--- config.mk ---
export PLATFORM = sky130hd
export DESIGN_NAME = crc_stream_engine
export DESIGN_NICKNAME = d
export VERILOG_FILES = /design/src/rtl/crc_stream_engine.sv
export SDC_FILE = /design/constraint.sdc
export NUM_CORES = 1
export LEC_CHECK = 0
export ABC_AREA = 1
export BUFFER_PORTS_ARGS = -buffer_cell sky130_fd_sc_hd__buf_2
export CORE_AREA = 2 2 87 89
export CTS_BUF_LIST = sky130_fd_sc_hd__clkbuf_8
export DETAILED_ROUTE_END_ITERATION = 8
export DIE_AREA = 0 0 89 91
export GPL_TIMING_DRIVEN = 0
export PLACE_DENSITY_LB_ADDON = 0.15
export SLEW_MARGIN = 40
export SYNTH_ARGS = -nofsm -noshare
export SYNTH_HDL_FRONTEND = slang
export SYNTH_SLANG_ARGS = --single-unit
--- constraint.sdc ---
create_clock -name clk -period 3.4 [get_ports clk]
set_input_delay 0.17 -clock clk [delete_from_list [all_inputs] [get_ports clk]]
set_output_delay 0.17 -clock clk [all_outputs]
set_load 0.02 [all_outputs]
--- src/rtl/crc_stream_engine.sv ---
// rtl/crc_stream_engine.sv - streaming CRC engine, runtime-configurable model, one registered CRC per packet
module crc_stream_engine #(
  parameter int CRC_W  = 8,
  parameter int DATA_W = 8
) (
  input  logic                  clk,
  input  logic                  rst_n,
  input  logic [CRC_W-1:0]      cfg_poly,
  input  logic [CRC_W-1:0]      cfg_init,
  input  logic [CRC_W-1:0]      cfg_xorout,
  input  logic                  cfg_refin,
  input  logic                  cfg_refout,
  input  logic                  s_valid,
  output logic                  s_ready,
  input  logic [DATA_W-1:0]     s_data,
  input  logic [DATA_W/8-1:0]   s_keep,
  input  logic                  s_last,
  output logic                  m_valid,
  input  logic                  m_ready,
  output logic [CRC_W-1:0]      m_crc
);
  localparam int NB = DATA_W / 8;
  localparam logic [NB-1:0] KEEP_ONE = NB'(1);

  typedef enum logic [1:0] {IDLE, RUN, DONE} state_t;

  state_t           state_q, state_d;
  logic [CRC_W-1:0] crc_q, crc_d;
  logic [CRC_W-1:0] poly_q, poly_d;
  logic [CRC_W-1:0] xorout_q, xorout_d;
  logic             refin_q, refin_d;
  logic             refout_q, refout_d;
  logic             m_valid_q, m_valid_d;
  logic [CRC_W-1:0] m_crc_q, m_crc_d;

  logic             accept;
  logic             in_idle;
  logic [NB-1:0]    keep_eff;
  logic [CRC_W-1:0] eff_poly, eff_xorout, crc_start, crc_next, crc_final;
  logic             eff_refin, eff_refout;
  logic [7:0]       byte_b;

  function automatic logic [7:0] rev8(input logic [7:0] b);
    logic [7:0] r;
    for (int i = 0; i < 8; i++) r[i] = b[7-i];
    return r;
  endfunction

  function automatic logic [CRC_W-1:0] rev_crc(input logic [CRC_W-1:0] c);
    logic [CRC_W-1:0] r;
    for (int i = 0; i < CRC_W; i++) r[i] = c[CRC_W-1-i];
    return r;
  endfunction

  assign s_ready  = rst_n && (state_q != DONE);
  assign accept   = s_valid && s_ready;
  assign keep_eff = s_last ? s_keep : '1;
  assign m_valid  = m_valid_q;
  assign m_crc    = m_crc_q;

  // The first beat of a packet runs on the live cfg_* inputs; later beats use the shadow copy.
  assign in_idle    = (state_q == IDLE);
  assign eff_poly   = in_idle ? cfg_poly   : poly_q;
  assign eff_xorout = in_idle ? cfg_xorout : xorout_q;
  assign eff_refin  = in_idle ? cfg_refin  : refin_q;
  assign eff_refout = in_idle ? cfg_refout : refout_q;
  assign crc_start  = in_idle ? cfg_init   : crc_q;

  always_comb begin
    crc_next = crc_start;
    byte_b   = '0;
    for (int i = 0; i < NB; i++) begin
      if (keep_eff[i]) begin
        byte_b = eff_refin ? rev8(s_data[8*i +: 8]) : s_data[8*i +: 8];
        crc_next[CRC_W-1 -: 8] = crc_next[CRC_W-1 -: 8] ^ byte_b;
        for (int k = 0; k < 8; k++) begin
          crc_next = crc_next[CRC_W-1] ? ((crc_next << 1) ^ eff_poly) : (crc_next << 1);
        end
      end
    end
    crc_final = (eff_refout ? rev_crc(crc_next) : crc_next) ^ eff_xorout;
  end

  always_comb begin
    state_d   = state_q;
    crc_d     = crc_q;
    poly_d    = poly_q;
    xorout_d  = xorout_q;
    refin_d   = refin_q;
    refout_d  = refout_q;
    m_valid_d = m_valid_q;
    m_crc_d   = m_crc_q;
    case (state_q)
      IDLE, RUN: begin
        if (accept) begin
          if (state_q == IDLE) begin
            poly_d   = cfg_poly;
            xorout_d = cfg_xorout;
            refin_d  = cfg_refin;
            refout_d = cfg_refout;
          end
          crc_d = crc_next;
          if (s_last) begin
            state_d   = DONE;
            m_valid_d = 1'b1;
            m_crc_d   = crc_final;
          end else begin
            state_d = RUN;
          end
        end
      end
      DONE: begin
        if (m_ready) begin
          state_d   = IDLE;
          m_valid_d = 1'b0;
        end
      end
      default: state_d = IDLE;
    endcase
  end

  always_ff @(posedge clk) begin
    if (!rst_n) begin
      state_q   <= IDLE;
      crc_q     <= '0;
      poly_q    <= '0;
      xorout_q  <= '0;
      refin_q   <= 1'b0;
      refout_q  <= 1'b0;
      m_valid_q <= 1'b0;
      m_crc_q   <= '0;
    end else begin
      state_q   <= state_d;
      crc_q     <= crc_d;
      poly_q    <= poly_d;
      xorout_q  <= xorout_d;
      refin_q   <= refin_d;
      refout_q  <= refout_d;
      m_valid_q <= m_valid_d;
      m_crc_q   <= m_crc_d;
    end
  end

  // Last-beat byte enables must form a run of ones starting at bit 0 (zero allowed).
  a_keep_contig: assert property (@(posedge clk) disable iff (!rst_n)
    (accept && s_last) |-> ((s_keep & (s_keep + KEEP_ONE)) == '0));

endmodule

=== Yosys cells after proc, flatten, opt, wreduce, memory -nomap -nowiden ===
Index checks and enable logic that the tools add are counted.

* Bits in registers: 37
* Bits of input ports: 40
* Word-level logic and storage cells: 58

* Equality and inequality tests: 6
* Mux-type cells: 25
* Bitwise gates (word level): 10
* Reductions and logical operators: 9

{| class="wikitable"
|+ Operators by type and width
! cell !! number
|-
| $mux W8 || 14
|-
| $xor A8 B8 Y8 || 10
|-
| $ne A2 B2 Y1 const B || 4
|-
| $mux W1 || 6
|-
| $mux W2 || 3
|-
| $pmux W2 S2 || 1
|-
| $reduce_and A2 Y1 || 2
|-
| $reduce_and A4 Y1 || 1
|-
| $reduce_and A3 Y1 || 1
|-
| $eq A2 B1 Y1 const B || 1
|-
| $eq A2 B2 Y1 const B || 1
|-
| $logic_and A1 B1 Y1 || 2
|-
| $logic_not A2 Y1 || 1
|-
| $pmux W1 S2 || 1
|-
| $reduce_bool A2 Y1 || 1
|-
| $reduce_or A2 Y1 || 1
|}

=== Depth between registers and ports, before layout ===
* Depth after elaboration: 23
* Gate-level depth with buffers: 40
* Depth with buffers taken out: 39

=== Worst setup path before layout ===
Ideal clock, no wire load.

* Path kind: reg-to-reg
* Start: register state_q[1]
* End: register m_crc_q[3] (netlist: m_crc[3])
* Library setup time: 109 ps
* Arrival: 3186 ps
* Slack: 105 ps
* Cell stages (with the launch flop): 37
* Clock period less this slack: 3295 ps
* Cells stage by stage: dfxtp_1 > inv_2 > nand2_4 > buf_6 > or2_1 > o21a_1 > nand3_1 > nand2_1 > nand2_1 > inv_1 > nand3_2 > nand2_4 > nor2_2 > nand2_2 > nand2_2 > buf_6 > nand2_2 > nand2_2 > nand2_4 > nand2_4 > inv_2 > nor2_8 > nand3_2 > nand2_4 > inv_1 > nand2_4 > nand2_4 > nor2_2 > inv_1 > nand2_1 > nand3_2 > nand3_1 > nand2_1 > nand2_1 > nand3_1 > nand2_1 > inv_1

* Cells in the longest elaborated chain, start to end: 22
* Elaborated cells on any way between the ends: 33
* Classes of those cells: eq/ne (2); mux (16); bitwise (10); reduce/logical (5)

{| class="wikitable"
|+ Ends and longest elaborated chain
! item !! line !! text
|-
| start: declaration || 27 || <nowiki>state_t state_q, state_d;</nowiki>
|-
| start signal: assignment || 133 || <nowiki>state_q <= state_d;</nowiki>
|-
| $logic_not A2 Y1 || 62, 93 ||
|-
| $mux W1 || - ||
|-
| $mux W8 || 74 || <nowiki>byte_b = eff_refin ? rev8(s_data[8*i +: 8]) : s_data[8*i +: 8];</nowiki>
|-
| $xor A8 B8 Y8 || 75 || <nowiki>crc_next[CRC_W-1 -: 8] = crc_next[CRC_W-1 -: 8] ^ byte_b;</nowiki>
|-
| $xor A8 B8 Y8 || 77 || <nowiki>crc_next = crc_next[CRC_W-1] ? ((crc_next << 1) ^ eff_poly) : (crc_next << 1);</nowiki>
|-
| $mux W8 || 77 ||
|-
| $xor A8 B8 Y8 || 77 ||
|-
| $mux W8 || 77 ||
|-
| [6 not listed] || - ||
|-
| $mux W8 / $xor A8 B8 Y8 (equally long branches) || 77 ||
|-
| $xor A8 B8 Y8 / $mux W8 (equally long branches) || 77 ||
|-
| $mux W8 / $xor A8 B8 Y8 (equally long branches) || 77 ||
|-
| $xor A8 B8 Y8 / $mux W8 (equally long branches) || 77 ||
|-
| $mux W8 || 77 ||
|-
| $mux W8 || 73 || <nowiki>if (keep_eff[i]) begin</nowiki>
|-
| $mux W8 || 81 || <nowiki>crc_final = (eff_refout ? rev_crc(crc_next) : crc_next) ^ eff_xorout;</nowiki>
|-
| $xor A8 B8 Y8 || 81 ||
|-
| end signal: assignment || 140 || <nowiki>m_crc_q <= m_crc_d;</nowiki>
|-
| end: declaration || 34 || <nowiki>logic [CRC_W-1:0] m_crc_q, m_crc_d;</nowiki>
|}

Parallel ways exist; a longest one is shown, timed or not.
A chain may end at the register's enable or synchronous reset.

=== Final worst setup path ===
* Start: register state_q[0]
* End: register m_crc_q[2] (netlist: m_crc[2])

* Cells in the longest elaborated chain, start to end: 22
* Elaborated cells on any way between the ends: 33
* Classes of those cells: eq/ne (2); mux (16); bitwise (10); reduce/logical (5)

{| class="wikitable"
|+ Ends and longest elaborated chain
! item !! line
|-
| $logic_not A2 Y1 || 62, 93
|-
| $mux W1 || -
|-
| $mux W8 || 74
|-
| $xor A8 B8 Y8 || 75
|-
| $xor A8 B8 Y8 || 77
|-
| $mux W8 || 77
|-
| $xor A8 B8 Y8 || 77
|-
| $mux W8 || 77
|-
| [5 not listed] || -
|-
| $mux W8 / $xor A8 B8 Y8 (equally long branches) (2 in series) || 77
|-
| $xor A8 B8 Y8 / $mux W8 (equally long branches) || 77
|-
| $mux W8 / $xor A8 B8 Y8 (equally long branches) || 77
|-
| $xor A8 B8 Y8 / $mux W8 (equally long branches) || 77
|-
| $mux W8 || 77
|-
| $mux W8 || 73
|-
| $mux W8 || 81
|-
| $xor A8 B8 Y8 || 81
|}

Parallel ways exist; a longest one is shown, timed or not.

==> impl_metrics.csv <==
group,metric,value,unit
outcome,run_status,"complete, but fails checks",
outcome,failed_checks,"negative setup slack",
timing,max_freq,0.262,GHz
yosys,synthCells,642,
yosys,yosysTopAreaCell,"nand2_1",
global_routing,antenna_found_initial,0,
finish,area_delta_synth_final,35.9,%
worst_setup_path,rr_worst_depth,34,
yosys,yosysMostFrequentCell,"nand2_1",
worst_setup_path,startpoint_type,"flip-flop",
global_routing,grt_pass1_wl,19000,um
timing,finalHoldViolCount,0,
detailed_routing,firstDrtPassIters,5,
clocking,htree_levels,2,
worst_setup_path,critical_path_arrival,4.01,ns
clocking,clk_pin_slew_worst_paths,0.07,ns
timing,rsz0062_at_grt,"true",
yosys,yosys_warnings,0,
global_routing,gr-usage-all-layers,28.9,%
clocking,insertion_delay,0.30,ns
yosys,synth.top_cells.by_count,"204 x nand2_1, 92 x nand3_1, 63 x inv_1, 37 x dfxtp_1, 36 x nor2_1",
global_routing,grt_pass1_vias,4205,
timing,skew,0.00947,ns
timing,max_slew_margin,30.0,%
yosys,async_flop_share,0,%
clocking,clockBufferDepth,2,
detailed_routing,routed_via_density,5.38,
flow_run,drv_cap,0,
yosys,ys_ff_latch,37,
die,die_width,89,um
detailed_routing,wire_per_inst,14.5,um
worst_setup_path,rr_startpoint,"state_q[0]",
yosys,synthesis.nets,682,
die,std_cell_rows,31,
worst_setup_path,critical_path_class,"reg2reg",
timing,fin_crit,3.81,ns
timing,drv_slew,0,
die,start_util,53.7,%
placement,dpl_worst_slack,-0.476,ns
detailed_routing,drc_errors,0,
yosys,ys_seq_area_share,19.3,%
yosys,synth_edf_count,0,
pwr,power_leakage,2.59,nW
finish,final_cell_area,5210,um2
placement,routabilityCongestion,0.963,
pwr,irDropWorstVdd,0.000414,V
yosys,synth_area_per_cell,5.97,um2
placement,placed_area,4200,um2
pwr,p_int,1.96,mW
yosys,synth_cell_type_count,35,
die,core_area,7140,um2
die,die-area,8100,um2
die,io_pins,50,
hold_path,min_from,"m_ready",
clocking,cts_root_buffer,"clkbuf_8",
detailed_routing,vias,4474,
placement,port_buffers,48,
pwr,switching_share,53.5,%
worst_setup_path,worst_path_largest_cell_delay,0.37,ns
timing,setup_viol,16,
clocking,cts_buffers,5,
finish,drive_above_1_share,38.7,%
pwr,combPwrFrac,81.1,%
yosys,synth_top_area_share,20.0,%
clocking,clkSinkCount,37,
pwr,p_sw,2.25,mW
pwr,power_density,809,nW/um2
worst_setup_path,path_common_cell,"nand3_2",
worst_setup_path,critPathLaunch,"state_q[0]",
hold_path,hold_depth,4,
pwr,pwr-share-clk,7.2,%
timing,setup_ws,-0.412,ns
clocking,cts_tree,"built",
timing,tightest_slew,1.04,ns
worst_setup_path,crit_required,3.59,ns
worst_setup_path,path_max_fanout,8,
finish,diodes,0,
global_routing,grt_max_degree,12,
worst_setup_path,slowest_stage,"dfxtp_4",
pwr,seqPwrFrac,11.7,%
finish,fillers,629,
finish,fin_util,72.9,%
placement,hpwl,8130,um
yosys,synth_area,3830,um2
hold_path,hold_path.class,"in2reg",
yosys,synthTopCellsByArea,"nand2_1 20%, dfxtp_1 19%, nand3_1 12%, inv_1 6.2%, nand2_4 3.8%",
detailed_routing,ant_nets,0,
detailed_routing,drt_iter0_drc,256,
timing,fin_crit_sh,112,%
finish,nets,772,
detailed_routing,wl,12000,um
yosys,synth_flop_cell,"dfxtp_1",
die,fp.dieH,91,um
worst_setup_path,worstSetupEndpointType,"flip-flop",
global_routing,grt-ovfl-total,0,
[final timing paths]
path,to,slack [ns]
setup / recovery,m_crc[2],-0.41
hold / removal,state_q[1],0.15
setup reg to reg,m_crc[2],-0.41
hold reg to reg,m_valid,0.46
[layer usage]
layer  global-route usage [%]  wire [um]  up-vias  part of all wire [%]
met2                     49.8       6060      164                    50
met5                        0          0        -                     0
met3                     2.73        630       26                   5.2
met4                     9.08        277        0                   2.3
li1                         -          -     2204                     -
met1                     37.5       5060     2080                    42
[timing repair]
action	in CTS	in global routing
gates resized for setup	68	89
cloned	1	0
hold buffers	0	0
buffers inserted	27	7
endpoints found under the setup margin	16	16
pin swaps	35	61
[critical path, delay by kind of cell (launching register included)]
kind / cells / cell delay (ns)
AOI/OAI and AO/OA: 1 / 0.14
DFF: 1 / 0.37
buffers and inverters: 6 / 0.63
and+or+nand+nor: 27 / 2.55
[power groups by stage]
stage          Clock [mW]  Sequential (mW)  Combinational (mW)
6_report            0.302            0.493                3.41
2_1_floorplan           0            0.505                2.02
5_1_grt             0.324            0.496                3.70
3_3_place_gp            0            0.498                2.42
3_5_place_dp            0            0.499                2.47
4_1_cts             0.309            0.492                2.91
[metrics by stage]
step	TNS (ns)	total power [mW]	hold slack (ns)	std cells
5_1_grt	-8.23	4.52	0.159	831
2_1_floorplan	0	2.53	0.353	642
6_report	-4.45	4.21	0.148	831
4_1_cts	-3.32	3.71	0.146	824
3_3_place_gp	-4.04	2.91	0.448	789
3_5_place_dp	-5.00	2.97	0.451	789
[kinds of logic (layout without fill, tap and decap cells)]
family                    count (synthesis)  in the layout  synth area share [%]
AOI/OAI and AO/OA                        72             72                  10.5
buffers and inverters                   100            190                  11.2
muxes                                     1              1                 0.261
xor gates and xnor gates                 27             27                  6.86
and+or+nand+nor                         405            405                  51.9
DFF                                      37             37                  19.3
[sequential cells by signal, summed over array words and instances (netlist names)]
signal,cells
poly_q,8
refout_q,1
m_valid,1
refin_q,1
xorout_q,8
m_crc,8
state_q,2
crc_q,8
[layout by cell type (no fill, tap or decap), drive strengths merged]
master  Yosys  layout
o21a        3       3
o21ai      36      36
dfxtp      37      37
nand3     103     103
mux2i       1       1
clkinv      4       3
bufbuf      0       1
inv        74      77
nand4       3       3
nand2     233     233
a21oi      28      28
o21bai      2       2
clkbuf     12      17
xor2       14      14
or2        18      18
o211ai      3       3
xnor2      13      13
buf        10      92
nor2       48      48
[cell type report]
class	instances	area [um2]	area share, %
tap	99	124	2.38
buffer	22	165	3.17
clock buffer	5	68.8	1.32
clock inverter	2	12.5	0.240
multi-input combinational	505	3230	62.1
timing repair buffer	83	556	10.7
sequential	37	748	14.4
inverter	78	298	5.72
Power figures use the tool's default switching activity.
